$ cat src/rtl/if_stage_buf.sv
// Instruction-fetch stage with a bus request engine, an in-flight pc queue and a {pc, inst} buffer feeding ID.
// Optional macro IF_ADEL_EN adds fs_to_ds_adel and turns misaligned fetch pcs into address-error entries.
module if_stage_buf #(
  parameter logic [31:0] RESET_PC        = 32'hbfc00000,
  parameter logic [31:0] EX_VECTOR       = 32'hbfc00380,
  parameter int          FIFO_DEPTH      = 4,
  parameter int          MAX_OUTSTANDING = 2
) (
  input  logic        clk,
  input  logic        reset,
  input  logic        ds_allowin,
  input  logic        br_stall,
  input  logic        br_taken,
  input  logic [31:0] br_target,
  input  logic        ws_ex,
  output logic        fs_to_ds_valid,
  output logic [31:0] fs_to_ds_inst,
  output logic [31:0] fs_to_ds_pc,
`ifdef IF_ADEL_EN
  output logic        fs_to_ds_adel,
`endif
  output logic        inst_req,
  output logic [31:0] inst_addr,
  input  logic        inst_addr_ok,
  input  logic        inst_data_ok,
  input  logic [31:0] inst_rdata
);

  localparam int FW = $clog2(FIFO_DEPTH);
  localparam int CW = $clog2(FIFO_DEPTH + 1);
  localparam int OW = $clog2(MAX_OUTSTANDING + 1);
  localparam int QW = (MAX_OUTSTANDING > 1) ? $clog2(MAX_OUTSTANDING) : 1;
  localparam int SW = $clog2(FIFO_DEPTH + MAX_OUTSTANDING + 1);

  logic [31:0]   pc_reg;
  logic [OW-1:0] out_cnt_reg;
  logic [OW-1:0] cancel_reg;

  logic [31:0]   fifo_pc   [FIFO_DEPTH];
  logic [31:0]   fifo_inst [FIFO_DEPTH];
  logic [FW-1:0] head_reg;
  logic [FW-1:0] tail_reg;
  logic [CW-1:0] count_reg;

  // pcs of requests whose responses will still be kept (cancelled ones are not tracked)
  logic [31:0]   pcq_pc [MAX_OUTSTANDING];
  logic [QW-1:0] pcq_head_reg;
  logic [QW-1:0] pcq_tail_reg;

  logic          redirect;
  logic [SW-1:0] occupancy;
  logic          has_space;
  logic          below_max;
  logic          fetch_ok;
  logic          adel_push;
  logic          accept;
  logic          resp_live;
  logic          resp_push;
  logic          push;
  logic          pop;
  logic [31:0]   push_pc;
  logic [31:0]   push_inst;

  function automatic logic [QW-1:0] q_inc(input logic [QW-1:0] p);
    return (p == QW'(MAX_OUTSTANDING - 1)) ? '0 : p + QW'(1);
  endfunction

  assign redirect  = ws_ex | br_taken;
  // cancelled requests still hold a slot reservation until their response returns
  assign occupancy = SW'(count_reg) + SW'(out_cnt_reg);
  assign has_space = occupancy < SW'(FIFO_DEPTH);
  assign below_max = out_cnt_reg < OW'(MAX_OUTSTANDING);

`ifdef IF_ADEL_EN
  logic fifo_adel [FIFO_DEPTH];
  logic adel_stall_reg;
  logic misaligned;

  assign misaligned = pc_reg[1:0] != 2'b00;
  assign fetch_ok   = !misaligned && !adel_stall_reg;
  assign adel_push  = !reset && !br_stall && !redirect && !adel_stall_reg && misaligned &&
                      has_space && (out_cnt_reg == cancel_reg);
  assign fs_to_ds_adel = fifo_adel[head_reg];

  always_ff @(posedge clk) begin
    if (reset || redirect)
      adel_stall_reg <= 1'b0;
    else if (adel_push)
      adel_stall_reg <= 1'b1;
  end

  always_ff @(posedge clk) begin
    if (push)
      fifo_adel[tail_reg] <= adel_push;
  end
`else
  assign fetch_ok  = 1'b1;
  assign adel_push = 1'b0;
`endif

  assign inst_req  = !reset && !br_stall && !redirect && below_max && has_space && fetch_ok;
  assign inst_addr = pc_reg;
  assign accept    = inst_req && inst_addr_ok;

  assign resp_live = inst_data_ok && (cancel_reg == '0);
  assign resp_push = resp_live && !redirect;
  assign push      = resp_push || adel_push;
  assign pop       = fs_to_ds_valid && ds_allowin;
  assign push_pc   = adel_push ? pc_reg : pcq_pc[pcq_head_reg];
  assign push_inst = adel_push ? 32'h0 : inst_rdata;

  assign fs_to_ds_valid = !reset && !redirect && (count_reg != '0);
  assign fs_to_ds_pc    = fifo_pc[head_reg];
  assign fs_to_ds_inst  = fifo_inst[head_reg];

  always_ff @(posedge clk) begin
    if (reset)
      pc_reg <= RESET_PC;
    else if (redirect)
      pc_reg <= ws_ex ? EX_VECTOR : br_target;
    else if (accept)
      pc_reg <= pc_reg + 32'd4;
  end

  always_ff @(posedge clk) begin
    if (reset) begin
      out_cnt_reg <= '0;
      cancel_reg  <= '0;
    end else begin
      out_cnt_reg <= out_cnt_reg + OW'(accept) - OW'(inst_data_ok);
      // on redirect every request still in flight after this cycle becomes a discard
      if (redirect)
        cancel_reg <= out_cnt_reg - OW'(inst_data_ok);
      else if (inst_data_ok && cancel_reg != '0)
        cancel_reg <= cancel_reg - OW'(1);
    end
  end

  always_ff @(posedge clk) begin
    if (reset || redirect) begin
      pcq_head_reg <= '0;
      pcq_tail_reg <= '0;
    end else begin
      if (accept)
        pcq_tail_reg <= q_inc(pcq_tail_reg);
      if (resp_live)
        pcq_head_reg <= q_inc(pcq_head_reg);
    end
  end

  always_ff @(posedge clk) begin
    if (accept)
      pcq_pc[pcq_tail_reg] <= pc_reg;
  end

  always_ff @(posedge clk) begin
    if (reset || redirect) begin
      head_reg  <= '0;
      tail_reg  <= '0;
      count_reg <= '0;
    end else begin
      if (push)
        tail_reg <= tail_reg + FW'(1);
      if (pop)
        head_reg <= head_reg + FW'(1);
      count_reg <= count_reg + CW'(push) - CW'(pop);
    end
  end

  always_ff @(posedge clk) begin
    if (push) begin
      fifo_pc[tail_reg]   <= push_pc;
      fifo_inst[tail_reg] <= push_inst;
    end
  end

endmodule

$ cat config.mk
export PLATFORM = sky130hd
export DESIGN_NAME = if_stage_buf
export DESIGN_NICKNAME = d
export VERILOG_FILES = /design/src/rtl/if_stage_buf.sv
export SDC_FILE = /design/constraint.sdc
export NUM_CORES = 1
export LEC_CHECK = 0
export BUFFER_PORTS_ARGS = -buffer_cell sky130_fd_sc_hd__buf_2
export CAP_MARGIN = 20
export CORE_UTILIZATION = 40
export CTS_CLUSTER_SIZE = 25
export DETAILED_ROUTE_END_ITERATION = 10
export GPL_TIMING_DRIVEN = 0
export HOLD_SLACK_MARGIN = 0.05
export SYNTH_ARGS = -nofsm -noshare
export SYNTH_HDL_FRONTEND = slang
export SYNTH_SLANG_ARGS = --single-unit
$ cat constraint.sdc
create_clock -name clk -period 4.75 [get_ports clk]
set_clock_uncertainty 0.2 [all_clocks]
set_input_delay 0.2375 -clock clk [delete_from_list [all_inputs] [get_ports clk]]
set_output_delay 0.2375 -clock clk [all_outputs]
set_load 0.1 [all_outputs]
; ---- Word-level counts from Yosys, hierarchy flattened
; Memory sizes are Yosys's and may differ from the RTL's. A register that Yosys moved wholly into a read port is not among the register bits.
; Cells that the tools add are included.
[totals]
regBits = 45
ramBits = 320
input_bits = 72
output_inout_bits = 98
memories = 3
[memory_table]
columns = name, words, width, read_ports, rd_clocked_by_memory_dff, write_ports, line
row1 = fifo_inst, 4, 32, 1, 1, 1, 40  ; logic [31:0] fifo_inst [FIFO_DEPTH];
row2 = fifo_pc, 4, 32, 1, 1, 1, 39  ; logic [31:0] fifo_pc [FIFO_DEPTH];
row3 = pcq_pc, 2, 32, 1, 1, 1, 46  ; logic [31:0] pcq_pc [MAX_OUTSTANDING];
[op_classes]
add_sub_neg = 12
order_cmp = 2
muxes = 17
bitwise_logic = 1
n_reduce_logical = 20
[op_table]
columns = op, n
row1 = $mux 32, 3
row2 = $add 32x3->32 const B, 1
row3 = $mux 2, 6
row4 = $logic_and 1x1->1, 11
row5 = $mux 1, 8
row6 = $reduce_bool 2->1, 3
row7 = $add 2x1->2 const B, 2
row8 = $sub 2x1->2, 2
row9 = $add 3x1->3, 1
row10 = $add 3x2->3, 1
row11 = $logic_not 1->1, 3
row12 = $lt 3x3->1 const B, 1
row13 = $reduce_bool 3->1, 1
row14 = $sub 3x1->3, 1
row15 = $add 1x1->1 const B, 2
row16 = $add 2x1->2, 1
row17 = $logic_not 2->1, 1
row18 = $lt 2x2->1 const B, 1
row19 = $sub 2x1->2 const B, 1
row20 = $logic_or 1x1->1, 1
row21 = $or 1x1->1, 1

; ---- Depth between registers and ports, before layout
; Gate-level depths: netlist of run 1.
[depth]
word_depth = 8
depth_mapped = 13
depth_no_buf = 12

; ---- Least setup slack after synthesis of run 1
; Ideal clock, no wire load.
[synth_path]
path_type = register to output
startpoint = register out_cnt_reg[1]
endpoint = output inst_req
t_arrival_ns = 3.894
t_required_ns = 4.313
setup_slack_ns = 0.418
path_stages_with_launch = 5
cell_sequence = dfxtp_1 ha_1 a31oi_1 xnor2_1 nor4_1
[synth_via]
elab_chain_cells = 3
elab_cells_between_ends = 5
cone_classes = add/sub (1) / order compare (2) / reduce/logical (2)
[synth_lines]
columns = item, line
row1 = "start, declared", 36  ; logic [OW-1:0] out_cnt_reg;
row2 = "start signal, assigned", 130  ; out_cnt_reg <= out_cnt_reg + OW'(accept) - OW'(inst_data_ok);
row3 = $add 3x2->3 or $lt 2x2->1 (tied branches), "70, 72"
row4 = $lt 3x3->1 or $logic_and 1x1->1 (tied branches), "71, 101"
row5 = $logic_and 1x1->1 *, 101  ; assign inst_req = !reset && !br_stall && !redirect && below_max && has_space && fetch_ok;
row6 = "end, declared", 22  ; output logic inst_req,
; Mark *: on every way between the ends. The rest lies on a longest branch, timed or not.

; ---- Final worst setup path of run 1
[layout_path]
startpoint = register out_cnt_reg[1]
endpoint = memory pcq_pc[1][8] (enable)
[layout_via]
elab_chain_cells = 6
elab_cells_between_ends = 8
cone_classes = add/sub (1) / order compare (2) / mux (2) / reduce/logical (3)
[layout_lines]
columns = item, line
row1 = $add 3x2->3 or $lt 2x2->1 (tied branches), "70, 72"
row2 = $lt 3x3->1 or $logic_and 1x1->1 (tied branches), "71, 101"
row3 = $logic_and 1x1->1 *, 101
row4 = $logic_and 1x1->1 *, 103  ; assign accept = inst_req && inst_addr_ok;
row5 = $mux 1 *, 152  ; if (accept)
row6 = $mux 1 (not written as such) *, 153  ; pcq_pc[pcq_tail_reg] <= pc_reg;
row7 = "end, declared", 46
; Marks and branches as above.

==> results of run 1 <==
## stage by stage
stage / cell area [um2] / total power [mW]
6_report: 17900 / 7.05
5_1_grt: 17900 / 7.27
4_1_cts: 17900 / 7.12
3_5_place_dp: 15900 / 4.05
3_3_place_gp: 15700 / 4.05
2_1_floorplan: 14300 / 3.93
## area by class of cell
| class | count | area, um2 |
|---|---|---|
| Fill cell | 2912 | 17000 |
| Sequential cell | 368 | 10600 |
| Multi-Input combinational cell | 356 | 3530 |
| Timing Repair Buffer | 244 | 1690 |
| Clock buffer | 46 | 1050 |
| Tap cell | 455 | 569 |
| Clock inverter | 28 | 238 |
| Buffer | 37 | 149 |
| Inverter | 23 | 86.3 |
## cells in the final DEF, fill, tap and decap left out, types with 6 or more instances in the layout
master | synthesis | final
nor2_1 | 33 | 32
clkbuf_16 | 0 | 41
nor3_1 | 15 | 15
edfxtp_1 | 320 | 320
a211oi_1 | 12 | 12
ha_1 | 12 | 12
clkinv_1 | 1 | 11
nand2_1 | 24 | 24
nand3_1 | 9 | 9
xnor2_1 | 14 | 14
a21oi_1 | 17 | 17
buf_1 | 9 | 9
nand4_1 | 9 | 9
clkinv_2 | 0 | 6
a31oi_1 | 6 | 6
and2_1 | 11 | 6
buf_2 | 8 | 176
mux4_2 | 64 | 64
clkbuf_1 | 20 | 24
inv_1 | 22 | 22
dfxtp_1 | 48 | 48
o21ai_0 | 15 | 15
mux2_2 | 34 | 34
dlygate4sd3_1 | 0 | 71
## power groups by stage
stage | Clock (mW) | Sequential (mW) | Combinational [mW]
2_1_floorplan | 0 | 3.70 | 0.232
3_3_place_gp | 0 | 3.64 | 0.406
3_5_place_dp | 0 | 3.64 | 0.414
4_1_cts | 3.09 | 3.57 | 0.460
5_1_grt | 3.20 | 3.57 | 0.487
6_report | 3.02 | 3.57 | 0.460
## worst max path at each step
| stage | start | end | slack [ns] |
|---|---|---|---|
| finish | out_cnt_reg[1] | pcq_pc[1][8] | 1.19 |
| global route | out_cnt_reg[1] | pcq_pc[1][8] | 0.96 |
| CTS | out_cnt_reg[1] | pcq_pc[1][8] | 1.21 |
| detailed placement | out_cnt_reg[1] | pcq_pc[1][2] | 1.21 |
| global placement | out_cnt_reg[1] | pcq_pc[0][18] | -0.38 |
| floorplan | out_cnt_reg[1] | inst_req | 0.42 |
## critical path, delay by kind of cell, from the launching register on
family / cells / cell delay, ns
adders and majority gates: 1 / 0.29
xor gates and xnor gates: 1 / 0.32
and+or+nand+nor: 2 / 1.23
DFF: 1 / 0.51
buffers and inverters: 1 / 0.40
AOI/OAI and AO/OA: 1 / 0.19
## routing by layer
layer  GRT usage  part of all wire  vias to the layer above
met1       0.235              0.42                     4072
met4      0.0473             0.021                        0
met3      0.0376             0.070                       55
li1            -                 -                     3745
met5           0                 0                        -
met2       0.292              0.49                      311
## what timing repair did
action	in CTS	in global routing
hold endpoints to repair	169	0
buffers inserted	0	0
hold buffers	71	0
## cells by family (layout without fill, tap and decap cells)
logic type / after synthesis / after routing
AO/OA/AOI/OAI: 91 / 91
flip-flops: 368 / 368
multiplexers: 100 / 100
adder cells (fa/ha/maj): 13 / 13
buffers and inverters: 60 / 378
XOR/XNOR: 17 / 17
AND/OR/NAND/NOR: 135 / 135
==> results.toml, run 1 <==
[timing]
hold_viol_final = 0
worst_slack_ns = 1.19
worstMarginPinSlew_ns = 1.05
period_needed_ns = 3.56
max_slew_margin = 0.297
finalMaxSlewViolations = 0
fin_crit_sh = 0.749
setup_tns_ns = 0
whs_ns = 0.0834
finalSetupViolCount = 0
rsz0062_at_grt = "false"
fmax_mhz = 281

[logic_synthesis]
seq_area_frac_synth = 0.738
synth_xor_area_frac = 0.0104
yosysMostFrequentCell = "edfxtp_1"
synth.ff_latch_count = 368
yosys.area_share.simple = 0.0499
synthAdderAreaFrac = 0.0119
synthTopCellsByArea = "edfxtp_1 67%, mux4_2 10%, dfxtp_1 6.7%"
synthTopCellsByCount = "320 x edfxtp_1, 64 x mux4_2, 48 x dfxtp_1, 34 x mux2_2, 33 x nor2_1"
synth_mux_area_frac = 0.129
avgSynthCellArea_um2 = 18.3
yosys_warnings = 0
synth_top_family_by_area = "multiplexers"
synth_nets = 869
synth-compound-area-share = 0.0441
yosys.area.top_type_share = 0.671
synthCells = 784
synth_top_cell_by_area = "edfxtp_1"
async_reset_ff_frac = 0
yosysUniqueCellTypes = 57
netlist_area_mm2 = 0.0143
synth_ff_type = "edfxtp_1"
synth_edf_count = 320

[routing]
via_count = 8183
firstDrtPassIters = 8
ant_nets = 0
vias_per_cell = 5.26
drt_iter0_drc = 523
post-route-drc-count = 0
wl_per_cell_um = 20.5
routed_wl_um = 31900

[critical_path]
worstPathRequired_ns = 4.70
crit_slowest_cell = "and2_2"
critical_path_class = "flop to flop"
slowest_delay_ns = 0.77
r2r_cells = 6
path_max_fanout = 32
crit_arrival_ns = 3.50
reg2reg_slack_ns = 1.19
cp-end-kind = "flop"
regToRegEndpoint = "pcq_pc[1][8]"
start_kind = "flop"
path_cells = "ha_1, a31oi_1, xnor2_1, nor2_1, buf_2, and2_2"
r2r-start = "out_cnt_reg[1]"

[pwr]
internal_power_mw = 5.44
power_leakage_nw = 5.91
clockPowerShare = 0.428
power-per-cell-area_mw_per_mm2 = 394
vdd_drop_max_v = 0.000267
switchingPower_mw = 1.61
p_seq_frac = 0.506
p_sw_frac = 0.228
p_comb_frac = 0.065

[final_layout]
largest_registers = "fifo_inst: 128 flops, fifo_pc: 128 flops, pcq_pc: 64 flops"
fin_nets = 1155
drive_gt1_frac = 0.321
antennaDiodeCount = 0
fin_cells = 1557
area.growth.synth_to_final_pct = 24.9
post-route-util = 0.513

[global_route]
grt_max_degree = 55
overflow = 0
grt_pass1_vias = 8286
antenna_found_initial = 0
gr-usage-all-layers = 0.176
grt_pass1_wl_um = 48500

[die]
initial_core_util = 0.410
core_mm2 = 0.0349
io_pins = 170
dieArea_mm2 = 0.0365
rows = 68
dieWidth_um = 191
die_height_um = 191

[cts]
clk_pin_slew_ns = 0.07
cts_sinks = 368
cts_made_buffers = 40
cts_tree = "done"
ctsLongestPathBuffers = 3
cts_resized = 0
cts-htree-levels = 2
clock-root-buffer = "clkbuf_16"
clk_latency_ns = 0.53

[placement]
dp_slack_ns = 1.21
place.gp.congestion = 0.899
dp_cells = 1412
port_buffers = 168
dp_hpwl_um = 20100

[min_path]
hp-start = "reset"
worstHoldPathCells = 3
hp-class = "input pin to flop"
hold_end = "out_cnt_reg[0]"

[status]
outcome = "complete, no violations"

[job]
drv_cap = 0
(Power assumes the default switching activity.)
==> run 2: changes to the inputs <==
==> constraint.sdc (replaced) <==
create_clock -name clk -period 3.4 [get_ports clk]
set_clock_uncertainty 0.2 [all_clocks]
set_input_delay 0.17 -clock clk [delete_from_list [all_inputs] [get_ports clk]]
set_output_delay 0.17 -clock clk [all_outputs]
set_load 0.1 [all_outputs]
==> run 2 against run 1 <==
Global-route usage up 0.077 points; routed wire length rose by 0.44%; worst setup slack worse by 0.93 ns; first-iteration DRC count is 31% higher; hold slack gained 0.026 ns; non-clock buffer count decreased by 1; core utilization increased by 0.21 points; combinational power rose by 41%; die area stayed put; critical path depth is 2 lower; largest power group unchanged.
==> results.toml, run 2 (synthesis gave the netlist of run 1 again) <==
[status]
outcome = "complete, no violations"

[placement]
place.gp.congestion = 0.876
dp_cells = 1412
port_buffers = 168
postPlaceCellArea_mm2 = 0.0159
dp_hpwl_um = 20400
dp_slack_ns = -0.129

[critical_path]
path_buf_inv = 3
cp-end-kind = "output pin"
worstPathRequired_ns = 3.03
critical_path_class = "flop to output pin"
path_cells = "buf_2, buf_1, mux4_2, buf_2"
r2r-start = "out_cnt_reg[1]"
start_kind = "flop"
slowest_delay_ns = 0.67
crit_slowest_cell = "buf_1"
path_max_fanout = 10
crit_arrival_ns = 2.77
cpMostUsedCell = "buf_2"
path_delay_family = "buffers and inverters"

[timing]
period_needed_ns = 3.14
finalSetupViolCount = 0
rsz0062_at_grt = "false"
fin_crit_sh = 0.923
finalMaxSlewViolations = 0
max_slew_margin = 0.453
whs_ns = 0.109
fmax_mhz = 319
hold_viol_final = 0
worstMarginPinSlew_ns = 0.820
worst_slack_ns = 0.262

[final_layout]
final_area_mm2 = 0.0180
layout_commonest_cell = "edfxtp_1"
fin_cells = 1556
n_fill_cell = 2912
area.growth.synth_to_final_pct = 25.5
fin_nets = 1154
drive_gt1_frac = 0.332
layout_common_cells = "320 x edfxtp_1, 176 x buf_2, 72 x dlygate4sd3_1, 64 x mux4_2, 48 x dfxtp_1"
post-route-util = 0.515
antennaDiodeCount = 0
largest_registers = "fifo_inst: 128 flops, fifo_pc: 128 flops, pcq_pc: 64 flops"

[cts]
cts_made_buffers = 40
clk_latency_ns = 0.53
cts_tree = "done"
cts_sinks = 368
clk_pin_slew_ns = 0.06
ctsLongestPathBuffers = 3
clock-root-buffer = "clkbuf_16"
cts-htree-levels = 2

[min_path]
hp-class = "input pin to flop"
hp-start = "br_taken"

[routing]
routed_wl_um = 32000
drt_iter0_drc = 684
wl_per_cell_um = 20.6
via_count = 8201
ant_nets = 0
vias_per_cell = 5.27
firstDrtPassIters = 6
post-route-drc-count = 0

[die]
core_mm2 = 0.0349
die_height_um = 191
rows = 68
initial_core_util = 0.410
dieArea_mm2 = 0.0365
dieWidth_um = 191
io_pins = 170

[pwr]
switchingPower_mw = 2.21
p_comb_frac = 0.065
clockPowerShare = 0.431
internal_power_mw = 7.70
p_seq_frac = 0.504
p_sw_frac = 0.223
power-per-cell-area_mw_per_mm2 = 551
power_leakage_nw = 5.97
vdd_drop_max_v = 0.000362

[global_route]
antenna_found_initial = 0
grt_max_degree = 55
grt_pass1_vias = 8201
overflow = 0
gr-usage-all-layers = 0.177
grt_pass1_wl_um = 48700

[job]
drv_cap = 0
[run 2: changes by cell type in the layout (fill, tap and decap cells not counted), sizes merged]
cell	change
clkbuf	+5
clkinvlp	-4
buf	-3
inv	+2
clkinv	-2
dlygate4sd3	+1
[run 2: repair_timing]
item                       in CTS  in global routing
setup endpoints to repair      34                 51
pin swaps                       0                  0
setup buffers                   0                  0
resized for setup               2                 12
hold endpoints to repair      172                  0
hold buffers                   72                  0
[run 2: layer usage]
| layer | GRT usage | routed length [um] | up-vias |
|---|---|---|---|
| met5 | 0 | 0 | - |
| li1 | - | - | 3741 |
| met1 | 0.243 | 14100 | 4101 |
| met4 | 0.0470 | 649 | 0 |
| met2 | 0.291 | 15300 | 311 |
| met3 | 0.0307 | 1880 | 48 |
[run 2: power groups by stage]
stage,Combinational [mW],Clock (mW),Sequential [mW]
after floorplan,0.324,0,5.16
after global placement,0.569,0,5.09
after detailed placement,0.581,0,5.08
after CTS,0.647,4.36,4.99
after global routing,0.685,4.54,4.99
final,0.647,4.27,4.99
[run 2: tightest hold or removal path, cell delays in order]
cell      delay (ns)
buf_2           0.18
nor3_1          0.21
a21oi_1         0.06
nor2_1          0.09
a211oi_1        0.07
[run 2: layout make-up]
cell class              instances  area [um2]  area share
plain buffers                  35         145     0.00808
clock buffers                  50        1110      0.0619
clock inverters                24         204      0.0114
inverters                      23        86.3     0.00481
multi-input cells             356        3570       0.199
flip-flops and latches        368       10600       0.589
well taps                     455         569      0.0317
repair buffers                245        1700      0.0946
[run 2: final timing paths]
kind	to	slack (ns)	depth (start not counted)
worst max-delay path	fs_to_ds_inst[26]	0.26	4
worst min-delay path	inst_addr[8]	0.11	5
worst max register to register	inst_addr[24]	0.27	9
worst min register to register	pcq_pc[0][1]	0.28	0
[run 2: per-stage QoR]
step           TNS [ns]  power (mW)
2_1_floorplan         0        5.49
3_3_place_gp    -460.81        5.65
3_5_place_dp      -4.19        5.66
4_1_cts               0        10.0
5_1_grt               0        10.2
6_report              0        9.90
==> run 3: changes to the inputs <==
--- a/config.mk
+++ b/config.mk
@@ -12,6 +12,7 @@
 export DETAILED_ROUTE_END_ITERATION = 10
 export GPL_TIMING_DRIVEN = 0
 export HOLD_SLACK_MARGIN = 0.05
+export PLACE_DENSITY = 0.63
 export SYNTH_ARGS = -nofsm -noshare
 export SYNTH_HDL_FRONTEND = slang
 export SYNTH_SLANG_ARGS = --single-unit
==> run 3 against run 2 <==
Final area down 0.36%; combinational power about the same; global-route usage up 0.17 points; register-to-register slack worse by 0.06 ns; routed wire length up 1.2%; critical endpoint is now fs_to_ds_pc[27]; highest routed layer unchanged.
==> results.toml, run 3 (synthesis gave the netlist of run 1 again) <==
[status]
outcome = "complete, no violations"

[placement]
dp_hpwl_um = 20800
postPlaceCellArea_mm2 = 0.0159
dp_slack_ns = -0.111
place.gp.congestion = 0.920
dp_cells = 1412
port_buffers = 168

[critical_path]
path_max_fanout = 10
start_kind = "flop"
critical_path_class = "flop to output pin"
cp-end-kind = "output pin"
worstPathRequired_ns = 3.03
r2r-start = "out_cnt_reg[1]"
crit_arrival_ns = 2.83

[final_layout]
antennaDiodeCount = 0
largest_registers = "fifo_inst: 128 flops, fifo_pc: 128 flops, pcq_pc: 64 flops"
fin_cells = 1558
layout_commonest_cell = "edfxtp_1"
drive_gt1_frac = 0.325
post-route-util = 0.513
n_fill_cell = 2914
fin_nets = 1158
layout_common_cells = "320 x edfxtp_1, 176 x buf_2, 72 x dlygate4sd3_1, 64 x mux4_2, 48 x dfxtp_1"
final_area_mm2 = 0.0179
area.growth.synth_to_final_pct = 25.0

[timing]
worst_slack_ns = 0.202
worstMarginPinSlew_ns = 0.909
rsz0062_at_grt = "false"
period_needed_ns = 3.20
finalSetupViolCount = 0
setup_tns_ns = 0
finalMaxSlewViolations = 0
hold_viol_final = 0
fmax_mhz = 313
fin_crit_sh = 0.941
whs_ns = 0.0990
max_slew_margin = 0.394

[routing]
ant_nets = 0
post-route-drc-count = 0
vias_per_cell = 5.30
via_count = 8263
wl_per_cell_um = 20.8
drt_iter0_drc = 470
firstDrtPassIters = 6
routed_wl_um = 32400

[pwr]
internal_power_mw = 7.53
p_seq_frac = 0.513
p_sw_frac = 0.225
power-per-cell-area_mw_per_mm2 = 543
p_comb_frac = 0.067
totalPowerFinal_mw = 9.72
switchingPower_mw = 2.19
clockPowerShare = 0.420
vdd_drop_max_v = 0.000323
power_leakage_nw = 5.93

[cts]
clk_latency_ns = 0.53
clock-root-buffer = "clkbuf_16"
cts_sinks = 368
clk_pin_slew_ns = 0.06
cts-htree-levels = 2
cts_made_buffers = 40
cts_tree = "done"
ctsLongestPathBuffers = 3

[die]
rows = 68
core_mm2 = 0.0349
initial_core_util = 0.410
die_height_um = 191
io_pins = 170
dieArea_mm2 = 0.0365
dieWidth_um = 191

[global_route]
antenna_found_initial = 0
grt_pass1_wl_um = 49100
overflow = 0
gr-usage-all-layers = 0.179
grt_pass1_vias = 8496
grt_max_degree = 55

[job]
drv_cap = 0

[min_path]
hp-start = "br_taken"
hp-class = "input pin to flop"
==> run 3: cell count changes in the layout (fill, tap and decap cells not counted), sizes merged <==
cell      delta
clkbuf       +1
clkinvlp     +2
buf          +4
bufinv       -1
inv          -2
clkinv       -2
==> run 3: cell type report <==
| type | count | area (um2) | share of cell area |
|---|---|---|---|
| clock inverter | 21 | 170 | 0.00951 |
| buffer | 37 | 151 | 0.00846 |
| sequential | 368 | 10600 | 0.591 |
| multi-input combinational | 356 | 3540 | 0.198 |
| timing repair buffer | 247 | 1730 | 0.0965 |
| clock buffer | 51 | 1070 | 0.0600 |
| tap | 455 | 569 | 0.0318 |
| inverter | 23 | 86.3 | 0.00483 |
==> run 3: power by group through the flow <==
stage | clock [mW] | sequential, mW | combinational [mW]
2_1_floorplan | 0 | 5.16 | 0.324
3_3_place_gp | 0 | 5.09 | 0.569
3_5_place_dp | 0 | 5.08 | 0.581
4_1_cts | 4.17 | 4.99 | 0.648
5_1_grt | 4.37 | 4.99 | 0.687
6_report | 4.08 | 4.99 | 0.650
==> run 3: final timing paths <==
kind	depth (start not counted)	endpoint	slack, ns
worst max register to register	6	pcq_pc[1][16]	0.21
worst max-delay path	4	fs_to_ds_pc[27]	0.20
worst min-delay path	5	inst_addr[8]	0.1
worst min register to register	2	pcq_head_reg	0.30
==> run 3: worst max-delay path, cell delays in order (launching register included) <==
cell	delay [ns]
dfxtp_1	0.30
clkbuf_1	0.62
clkbuf_1	0.59
mux4_2	0.35
buf_2	0.43
==> run 3: routing by layer <==
layer  global-route usage  up-vias  part of all wire
met5                    0        -                 0
met4               0.0556        0             0.024
met3               0.0380       60             0.066
met2                0.298      312              0.48
met1                0.234     4157              0.43
li1                     -     3734                 -
==> run 3: timing repair <==
action	CTS	global route
hold buffers	72	0
resized for setup	1	6
buffers inserted	2	0
pin swaps	1	0
endpoints found under the setup margin	49	13
endpoints found under the hold margin	174	0
gates cloned	0	0
